### config.mk
export PLATFORM = sky130hd
export DESIGN_NAME = btn_conditioner
export DESIGN_NICKNAME = d
export VERILOG_FILES = /design/src/rtl/btn_conditioner.sv
export SDC_FILE = /design/constraint.sdc
export NUM_CORES = 1
export LEC_CHECK = 0
export CAP_MARGIN = 40
export CORE_ASPECT_RATIO = 1.4
export CORE_UTILIZATION = 40
export DETAILED_ROUTE_END_ITERATION = 6
export GPL_ROUTABILITY_DRIVEN = 0
export HOLD_SLACK_MARGIN = 0.1
export PLACE_DENSITY = 0.65
export SLEW_MARGIN = 20
export SYNTH_ARGS = -nofsm -noshare
export SYNTH_HDL_FRONTEND = slang
export SYNTH_SLANG_ARGS = --single-unit
### constraint.sdc
create_clock -name clk -period 2.3 [get_ports clk]
set_input_delay 0.46 -clock clk [delete_from_list [all_inputs] [get_ports clk]]
set_output_delay 0.46 -clock clk [all_outputs]
set_load 0.1 [all_outputs]
### src/rtl/btn_conditioner.sv
// rtl/btn_conditioner.sv - button synchroniser/debouncer with press/release pulses and tick-aligned move command
module btn_conditioner #(
  parameter int NUM_BTN    = 5,
  parameter int DEB_CYCLES = 1_000_000,
  parameter int CNT_W      = 20
) (
  input  logic               clk,
  input  logic               rst,
  input  logic [NUM_BTN-1:0] btn_raw,
  input  logic               tick_in,
  output logic [NUM_BTN-1:0] btn_level,
  output logic [NUM_BTN-1:0] btn_press,
  output logic [NUM_BTN-1:0] btn_release,
  output logic               move_valid,
  output logic [3:0]         move_dir
);

  localparam logic [CNT_W-1:0] DEB_MAX = CNT_W'(DEB_CYCLES - 1);

  logic [NUM_BTN-1:0] s1_q, s2_q;
  logic [NUM_BTN-1:0] stable_q, stable_d;
  logic [NUM_BTN-1:0] press_q, press_d;
  logic [NUM_BTN-1:0] release_q, release_d;
  logic [CNT_W-1:0]   cnt_q [NUM_BTN];
  logic [CNT_W-1:0]   cnt_d [NUM_BTN];
  logic               move_valid_q, move_valid_d;
  logic [3:0]         move_dir_q, move_dir_d;
  logic [3:0]         dirs;
  logic               one_dir;

  // Any sample matching the accepted level restarts the count, so only an
  // uninterrupted run of DEB_CYCLES differing samples flips the level.
  always_comb begin
    stable_d  = stable_q;
    press_d   = '0;
    release_d = '0;
    for (int i = 0; i < NUM_BTN; i++) begin
      cnt_d[i] = '0;
      if (s2_q[i] != stable_q[i]) begin
        if (cnt_q[i] == DEB_MAX) begin
          stable_d[i]  = s2_q[i];
          press_d[i]   = s2_q[i];
          release_d[i] = ~s2_q[i];
        end else begin
          cnt_d[i] = cnt_q[i] + CNT_W'(1);
        end
      end
    end
  end

  // Moves use the pre-edge level; zero or several directions held is no move.
  assign dirs    = stable_q[4:1];
  assign one_dir = (dirs != 4'd0) && ((dirs & (dirs - 4'd1)) == 4'd0);

  always_comb begin
    move_valid_d = 1'b0;
    move_dir_d   = 4'd0;
    if (tick_in && one_dir) begin
      move_valid_d = 1'b1;
      move_dir_d   = dirs;
    end
  end

  always_ff @(posedge clk or negedge rst) begin
    if (!rst) begin
      s1_q         <= '0;
      s2_q         <= '0;
      stable_q     <= '0;
      press_q      <= '0;
      release_q    <= '0;
      move_valid_q <= 1'b0;
      move_dir_q   <= 4'd0;
      for (int i = 0; i < NUM_BTN; i++) begin
        cnt_q[i] <= '0;
      end
    end else begin
      s1_q         <= btn_raw;
      s2_q         <= s1_q;
      stable_q     <= stable_d;
      press_q      <= press_d;
      release_q    <= release_d;
      move_valid_q <= move_valid_d;
      move_dir_q   <= move_dir_d;
      for (int i = 0; i < NUM_BTN; i++) begin
        cnt_q[i] <= cnt_d[i];
      end
    end
  end

  assign btn_level   = stable_q;
  assign btn_press   = press_q;
  assign btn_release = release_q;
  assign move_valid  = move_valid_q;
  assign move_dir    = move_dir_q;

endmodule

== Word level (Yosys, flattened, before mapping) ==
Index checks and enable logic that the tools add are counted.
Word-level totals
  output and inout bits: 20
  register bits: 130
Cells by class
  $add $sub $neg: 6
  reduce and logical (&&, ||, !) cells: 9
  muxes and demuxes: 32
  bitwise gates (word level): 6
  equality and inequality tests: 10
Operators with widths (count)
  2-to-1 mux 20 bit: 10
  adder 20 x 1 -> 20 bit, second input constant: 5
  equality test 20 bit, second input constant: 5
  2-to-1 mux 1 bit: 21
  AND reduction 2 bit: 5
  != test 1 bit: 5
  NOT 1 bit: 5
  bitwise AND 4 bit: 1
  logical NOT 4 bit: 1
  2-to-1 mux 4 bit: 1
  nonzero test 4 bit: 1
  subtractor 4 x 1 -> 4 bit, second input constant: 1
  logical AND 1 bit: 2

== Logic depth before layout (Yosys ltp) ==
Gate-level depths: netlist of the first run.
  word-level depth: 6
  mapped depth: 6
  mapped depth without buffers: 5

== Least setup slack after synthesis of the first run ==
OpenSTA, ideal clock, no wires.
  path kind: register to register
  from: register cnt_q[15] in the netlist's numbering
  to: register stable_q[4], in the netlist btn_level[4]
  period minus slack after synthesis: 2.079 ns
  setup time: 0.125 ns
  cell stages (with the launch flop): 5
  setup slack: 0.221 ns
  arrival time: 1.954 ns
  path through: dfrtp_1 > or4b_1 > or4_4 > or2_4 > mux2_4
On the way
  word-level cells in the longest chain between the ends: 2
Ends and longest elaborated chain
  start, declared: RTL line 24  | logic [CNT_W-1:0] cnt_q [NUM_BTN];
  start signal, assigned by index: RTL line 85  | cnt_q[i] <= cnt_d[i];
  equality test 20 bit: RTL line 40  | if (cnt_q[i] == DEB_MAX) begin
  AND reduction 2 bit (no line)
  end signal, assigned: RTL line 79  | stable_q <= stable_d;
  end, declared: RTL line 21  | logic [NUM_BTN-1:0] stable_q, stable_d;
No other way between the ends.
A chain may end at the register's enable or synchronous reset.

==> summary.md, run 1 <==
| Metric | Value |
|---|---|
| Kind of critical path | flop to flop |
| Buffers on Ports | 27 |
| Die width | 105.8 um |
| Final Instance Area | 7177 um^2 |
| Finish-stage setup viols | 0 |
| Vias per cell | 5.419 |
| WL met3 | 371 um |
| Top-area cell type share of the netlist area | 53.91% |
| Slew Limit Headroom | 56.29% |
| CP max stage cell | or4_1 |
| Htree depth | 4 |
| Total number of vias | 4,552 |
| N_diodes | 0 |
| Starting DRT DRC Count | 229 |
| Leak pwr | 2.927 nW |
| Routed wire length | 11,900 um |
| Nets | 652 |
| Share of layout cells above drive strength 1 | 12.60% |
| Worst-path fanout max | 8 |
| Cell Area, Placed | 6578 um^2 |
| Clk_lat worst skew | 0.41 ns |
| Highest-count cells in the layout ignoring fill and taps | dfrtp_1, nor2_1, xnor2_1 |
| First-pass GRT wire length | 21,140 um |
| Synthesized cell area | 6035 um^2 |
| Average wire per cell in the routed design | 14.16 um |
| Drc violations | 0 |
| Met2 routed WL | 5866 um |
| Clock-pin slew on the worst setup and hold paths | 0.05 ns |
| Post-route ant nets | 0 |
| Data required time of the worst path | 2.64 ns |
| Avg Inst Size Synth | 10.26 um^2 |
| Unrepaired setup endpoints after global routing | false |
| Synth-to-Final Area Change | 18.93% |
| Max Used Layer | met4 |
| Most used cell, CP | or4_1 |
| Clock sinks | 130 |
| Cell taking the most area after synthesis | dfrtp_1 |
| Starting Density | 41.41% |
| Largest net degree at the start of global routing | 42 |
| Initial antenna violation count | 0 |
| Syn Nets | 601 |
| Register area share after synthesis | 53.91% |
| Hold Crit Class | flop to flop |
| Row cnt | 52 |
| Status | finished clean |
| Die Y-Extent | 147.3 um |
| Router iterations before antenna repair | 4 |
| Number of register bits inferred by synthesis | 130 |
| Post-synth ARST share | 100.0% |
| Worst path cell trace | ha_1 > nand2_1 > or4_1 > or4_1 > a21oi_1 |
| CTS tree | built |
| Final period utilization | 94.04% |
| Crit start category | flop |
| P per Cell Area | 717.4 nW/um^2 |
| Worst vdd rail ir drop | 0.4565 mV |
| Die ar. | 15,590 um^2 |
| Clock buffer count from CTS | 17 |
| HPWL Detailed | 8117 um |
| Final hold vios | 0 |
| Setup TNS | 0 ns |
| Setup crit end kind | flop |
| WP data arrival | 2.50 ns |
| Clk buf depth | 2 |
| Synth unique cells | 48 |
| Maxcap violations | 0 |
| Fin Clk Skew | 0.009680 ns |
| Post-synth EDFFs | 0 |
| Largest cells by area after synthesis | dfrtp_1, xnor2_1, nor2_1 |
| Most common cell after layout, fill and taps aside | dfrtp_1 |
| Total track usage | 16.98% |
| Grt ovf | 0 |
| Slew Limit Fails | 0 |
| I/O pin count | 28 |
| Vias in the first global route | 4,627 |
| Final min period | 2.163 ns |
| Fmax | 462.3 MHz |
| Largest stage delay on the critical path | 0.66 ns |
| Yosys warnings | 0 |
| Predominant post-synthesis flop cell | dfrtp_1 |
| Total core area | 14,570 um^2 |
| Root Driver | clkbuf_16 |
| WL met1 | 5276 um |
| Syn Inst Count | 588 |
| Actual slew at the worst max-slew pin | 0.6496 ns |
-- layout make-up --
cell class | count | area (um^2)
Timing Repair Buffer | 43 | 365.4
Multi-Input combinational cell | 430 | 2669
Sequential cell | 130 | 3253
Clock buffer | 22 | 484.2
Fill cell | 1341 | 7397
Tap cell | 189 | 236.5
Inverter | 17 | 63.81
Clock inverter | 9 | 105.1
-- cell usage after synthesis (2+ instances only) --
library cell / n
or4_1: 12
or2_2: 2
nand4b_1: 5
inv_1: 17
nand4_1: 21
mux2i_1: 2
nor3b_1: 9
xor2_1: 22
o2111a_1: 2
o31ai_1: 5
nand2_1: 27
nor4b_1: 2
mux2_2: 4
or3_1: 9
nor4_1: 20
o31ai_2: 2
nor4bb_1: 2
dfrtp_1: 130
and3_1: 17
nor2_1: 88
o21ai_1: 2
nor3_1: 21
ha_1: 5
a21oi_1: 18
clkbuf_1: 10
nand3b_1: 3
a211oi_1: 2
o21ai_0: 14
and2_1: 12
xnor2_1: 49
o221ai_1: 4
or2_1: 2
nand3_1: 33
-- registers in the layout, summed over array words and instances (netlist names) --
register	cells
move_valid	1
btn_press	5
s2_q	5
btn_level	5
btn_release	5
move_dir	4
s1_q	5
cnt_q	100
-- metal layers --
layer | global-route usage (%) | up-vias
li1 | - | 2188
met1 | 21.09 | 2248
met2 | 27.61 | 86
met3 | 3.372 | 30
met4 | 9.514 | 0
met5 | 0 | -
-- timing repair --
action	in CTS	in global routing
gates resized for setup	0	0
hold buffers	1	0
hold endpoints to repair	38	0
setup buffers	0	0
-- worst paths after layout --
kind | start | endpoint | slack [ns] | cells past startpoint
setup / recovery | cnt_q[0] | cnt_q[18] | 0.14 | 5
min in group asynchronous | rst | cnt_q[17] | 0.57 | 2
hold reg to reg | s1_q[3] | s2_q[3] | 0.34 | 0
max in group asynchronous | rst | cnt_q[71] | 1.12 | 3
hold / removal | s1_q[3] | s2_q[3] | 0.34 | 0
setup reg to reg | cnt_q[0] | cnt_q[18] | 0.14 | 5
-- cell families (layout without fill, tap and decap cells) --
family / count (synthesis) / count (layout) / synth area share (%)
AOI/OAI and AO/OA: 54 / 54 / 5.743
xor gates and xnor gates: 71 / 71 / 10.30
adders and majority gates: 5 / 5 / 1.037
buffers and inverters: 28 / 91 / 1.866
DFF: 130 / 130 / 53.91
muxes: 7 / 7 / 1.327
and+or+nand+nor: 293 / 293 / 25.81
-- stage by stage --
stage,util (%),total power [mW],setup WS [ns],instances,hold slack [ns]
finish,49.24,5.149,0.1370,840,0.3448
global route,49.24,5.333,0.04305,840,0.3501
CTS,49.24,5.216,0.1377,840,0.3507
detailed placement,45.13,2.542,0.1493,808,0.3355
global placement,45.13,2.535,0.1598,808,0.3336
floorplan,-,2.440,0.2213,588,0.1644
-- worst max-delay path: cells and delay by family (launching register included) --
| family | cells | cell delay [ns] |
|---|---|---|
| fa+ha+maj | 1 | 0.24 |
| compound gates | 1 | 0.16 |
| simple gates | 3 | 1.28 |
| flops | 1 | 0.41 |
-- where the power goes --
group / total (mW) / internal, mW / switching, mW / leakage (nW)
registers: 2.35 / 2.32 / 0.0288 / 1.78
clock network: 2.65 / 1.70 / 0.953 / 0.280
logic: 0.151 / 0.0579 / 0.0934 / 0.866
Note: power is estimated with default switching activity, not from simulation.
==> inputs of run 2 (changes only) <==
--- a/config.mk
+++ b/config.mk
@@ -7,11 +7,10 @@
 export LEC_CHECK = 0
 export CAP_MARGIN = 40
 export CORE_ASPECT_RATIO = 1.4
-export CORE_UTILIZATION = 40
+export CORE_UTILIZATION = 35
 export DETAILED_ROUTE_END_ITERATION = 6
 export GPL_ROUTABILITY_DRIVEN = 0
 export HOLD_SLACK_MARGIN = 0.1
-export PLACE_DENSITY = 0.65
 export SLEW_MARGIN = 20
 export SYNTH_ARGS = -nofsm -noshare
 export SYNTH_HDL_FRONTEND = slang
==> summary.md, run 2 (synthesis results as in run 1) <==
| Metric | Value |
|---|---|
| Clk buf depth | 2 |
| Hold Startpoint | s1_q[1] |
| Final hold vios | 0 |
| P per Cell Area | 711.4 nW/um^2 |
| Kind of critical path | flop to flop |
| Routed wire length | 12,200 um |
| Share of layout cells above drive strength 1 | 12.42% |
| Highest-count cells in the layout ignoring fill and taps | dfrtp_1, nor2_1, xnor2_1 |
| Final worst-path setup slack | 0.1458 ns |
| Clk_lat worst skew | 0.41 ns |
| Max reg flops | 100 |
| Finish-stage setup viols | 0 |
| Reg with most FFs | cnt_q |
| Vias per cell | 5.264 |
| Data required time of the worst path | 2.63 ns |
| HPWL Detailed | 8472 um |
| Final min period | 2.154 ns |
| Worst Setup SP | cnt_q[0] |
| Sw frac | 21.30% |
| Multi-input gate area | 2669 um^2 |
| Vias in the first global route | 4,703 |
| Unrepaired setup endpoints after global routing | false |
| Setup crit end kind | flop |
| Pint | 4.019 mW |
| Grt ovf | 0 |
| Most common cell after layout, fill and taps aside | dfrtp_1 |
| Drc violations | 0 |
| Post_cts resized | 0 |
| Worst R2R Setup Slack | 0.15 ns |
| Worst-path fanout max | 8 |
| Starting Density | 35.89% |
| Setup TNS | 0 ns |
| Maxcap violations | 0 |
| Starting DRT DRC Count | 114 |
| Total track usage | 15.10% |
| Clock sinks | 130 |
| Most used cell, CP | or4_1 |
| Largest net degree at the start of global routing | 56 |
| Hold Crit Class | flop to flop |
| Combinational share of power | 2.9% |
| Die ar. | 17,780 um^2 |
| Htree depth | 4 |
| Sw Pwr | 1.088 mW |
| Final period utilization | 93.66% |
| N_diodes | 0 |
| Initial antenna violation count | 0 |
| Total core area | 16,820 um^2 |
| Status | finished clean |
| Worst vdd rail ir drop | 0.3657 mV |
| Top delay family on crit path | simple AND/OR/NAND/NOR gates |
| WP data arrival | 2.48 ns |
| CP max stage cell | or4_1 |
| Row cnt | 56 |
| Root Driver | clkbuf_16 |
| Fin Clk Skew | 0.01266 ns |
| Clock-pin slew on the worst setup and hold paths | 0.06 ns |
| Worst path bufs/invs | 0 |
| Router iterations before antenna repair | 4 |
| Slew Limit Fails | 0 |
| Fillers | 1,572 |
| Average wire per cell in the routed design | 14.27 um |
| Post-route ant nets | 0 |
| Clk pwr share | 51.1% |
| Total number of vias | 4,501 |
| First-pass GRT wire length | 21,410 um |
| Slew Limit Headroom | 55.51% |
| Place WS | 0.1804 ns |
| Largest stage delay on the critical path | 0.65 ns |
| Die width | 113.0 um |
| CTS tree | built |
| Fmax | 464.2 MHz |
| Startpoint of the worst register-to-register path | cnt_q[0] |
| Reg power frac | 46.0% |
| Register area | 3253 um^2 |
| Clock buffer count from CTS | 17 |
| Nets | 652 |
| Actual slew at the worst max-slew pin | 0.6612 ns |
| Leak pwr | 2.926 nW |
| Synth-to-Final Area Change | 18.95% |
| Worst path cell trace | ha_1 > nand2_1 > or4_1 > or4_1 > a21oi_1 |
| Buffers on Ports | 27 |
| I/O pin count | 28 |
| Crit start category | flop |
| Die Y-Extent | 157.4 um |
==> run 2: changes by cell type in the layout (fill, tap and decap cells not counted), sizes merged <==
cell and change:
clkinv +3, clkinvlp -2
==> run 2: cell type report <==
type	instances	share of cell area, %
timing repair buffer	43	5.090
tap	203	3.538
sequential	130	45.32
inverter	17	0.8890
clock buffer	22	6.467
clock inverter	10	1.516
multi-input combinational	430	37.18
==> run 2: layer usage <==
metal | vias to the layer above | GRT usage (%) | routed length, um
met3 | 15 | 3.389 | 348
li1 | 2194 | - | -
met1 | 2237 | 16.59 | 5279
met5 | - | 0 | 0
met4 | 0 | 5.952 | 178
met2 | 55 | 28.10 | 6397
==> run 2: power by group through the flow <==
stage | Combinational [mW] | Sequential (mW) | Clock, mW
floorplan | 0.0589 | 2.38 | 0
global placement | 0.151 | 2.39 | 0
detailed placement | 0.152 | 2.39 | 0
finish | 0.149 | 2.35 | 2.61
CTS | 0.155 | 2.35 | 2.68
global route | 0.174 | 2.35 | 2.77
==> run 2: worst reg2reg max path, stage by stage (launching register included) <==
cell	delay [ns]
dfrtp_1	0.41
ha_1	0.24
nand2_1	0.10
or4_1	0.65
or4_1	0.52
a21oi_1	0.16
==> run 2: what timing repair did <==
| action | CTS | global route |
|---|---|---|
| hold endpoints to repair | 19 | 0 |
| hold buffers | 1 | 0 |
| setup buffers | 0 | 0 |
==> run 2: metrics by stage <==
step / util (%) / instances / hold WS, ns / total power [mW] / cell area [um^2]
after detailed placement: 39.22 / 822 / 0.3347 / 2.540 / 6595
after CTS: 42.69 / 855 / 0.3481 / 5.178 / 7178
after global placement: 39.22 / 822 / 0.3347 / 2.536 / 6595
after global routing: 42.69 / 855 / 0.3593 / 5.298 / 7178
final: 42.69 / 855 / 0.3478 / 5.106 / 7178
after floorplan: - / 588 / 0.1644 / 2.440 / 6035
==> run 2: path summary, 6_finish.rpt <==
kind	to	cells after the start
setup / recovery	cnt_q[18]	5
hold / removal	s2_q[1]	0
setup reg to reg	cnt_q[18]	5
hold reg to reg	s2_q[1]	0
max in group asynchronous	cnt_q[79]	3
min in group asynchronous	cnt_q[96]	2
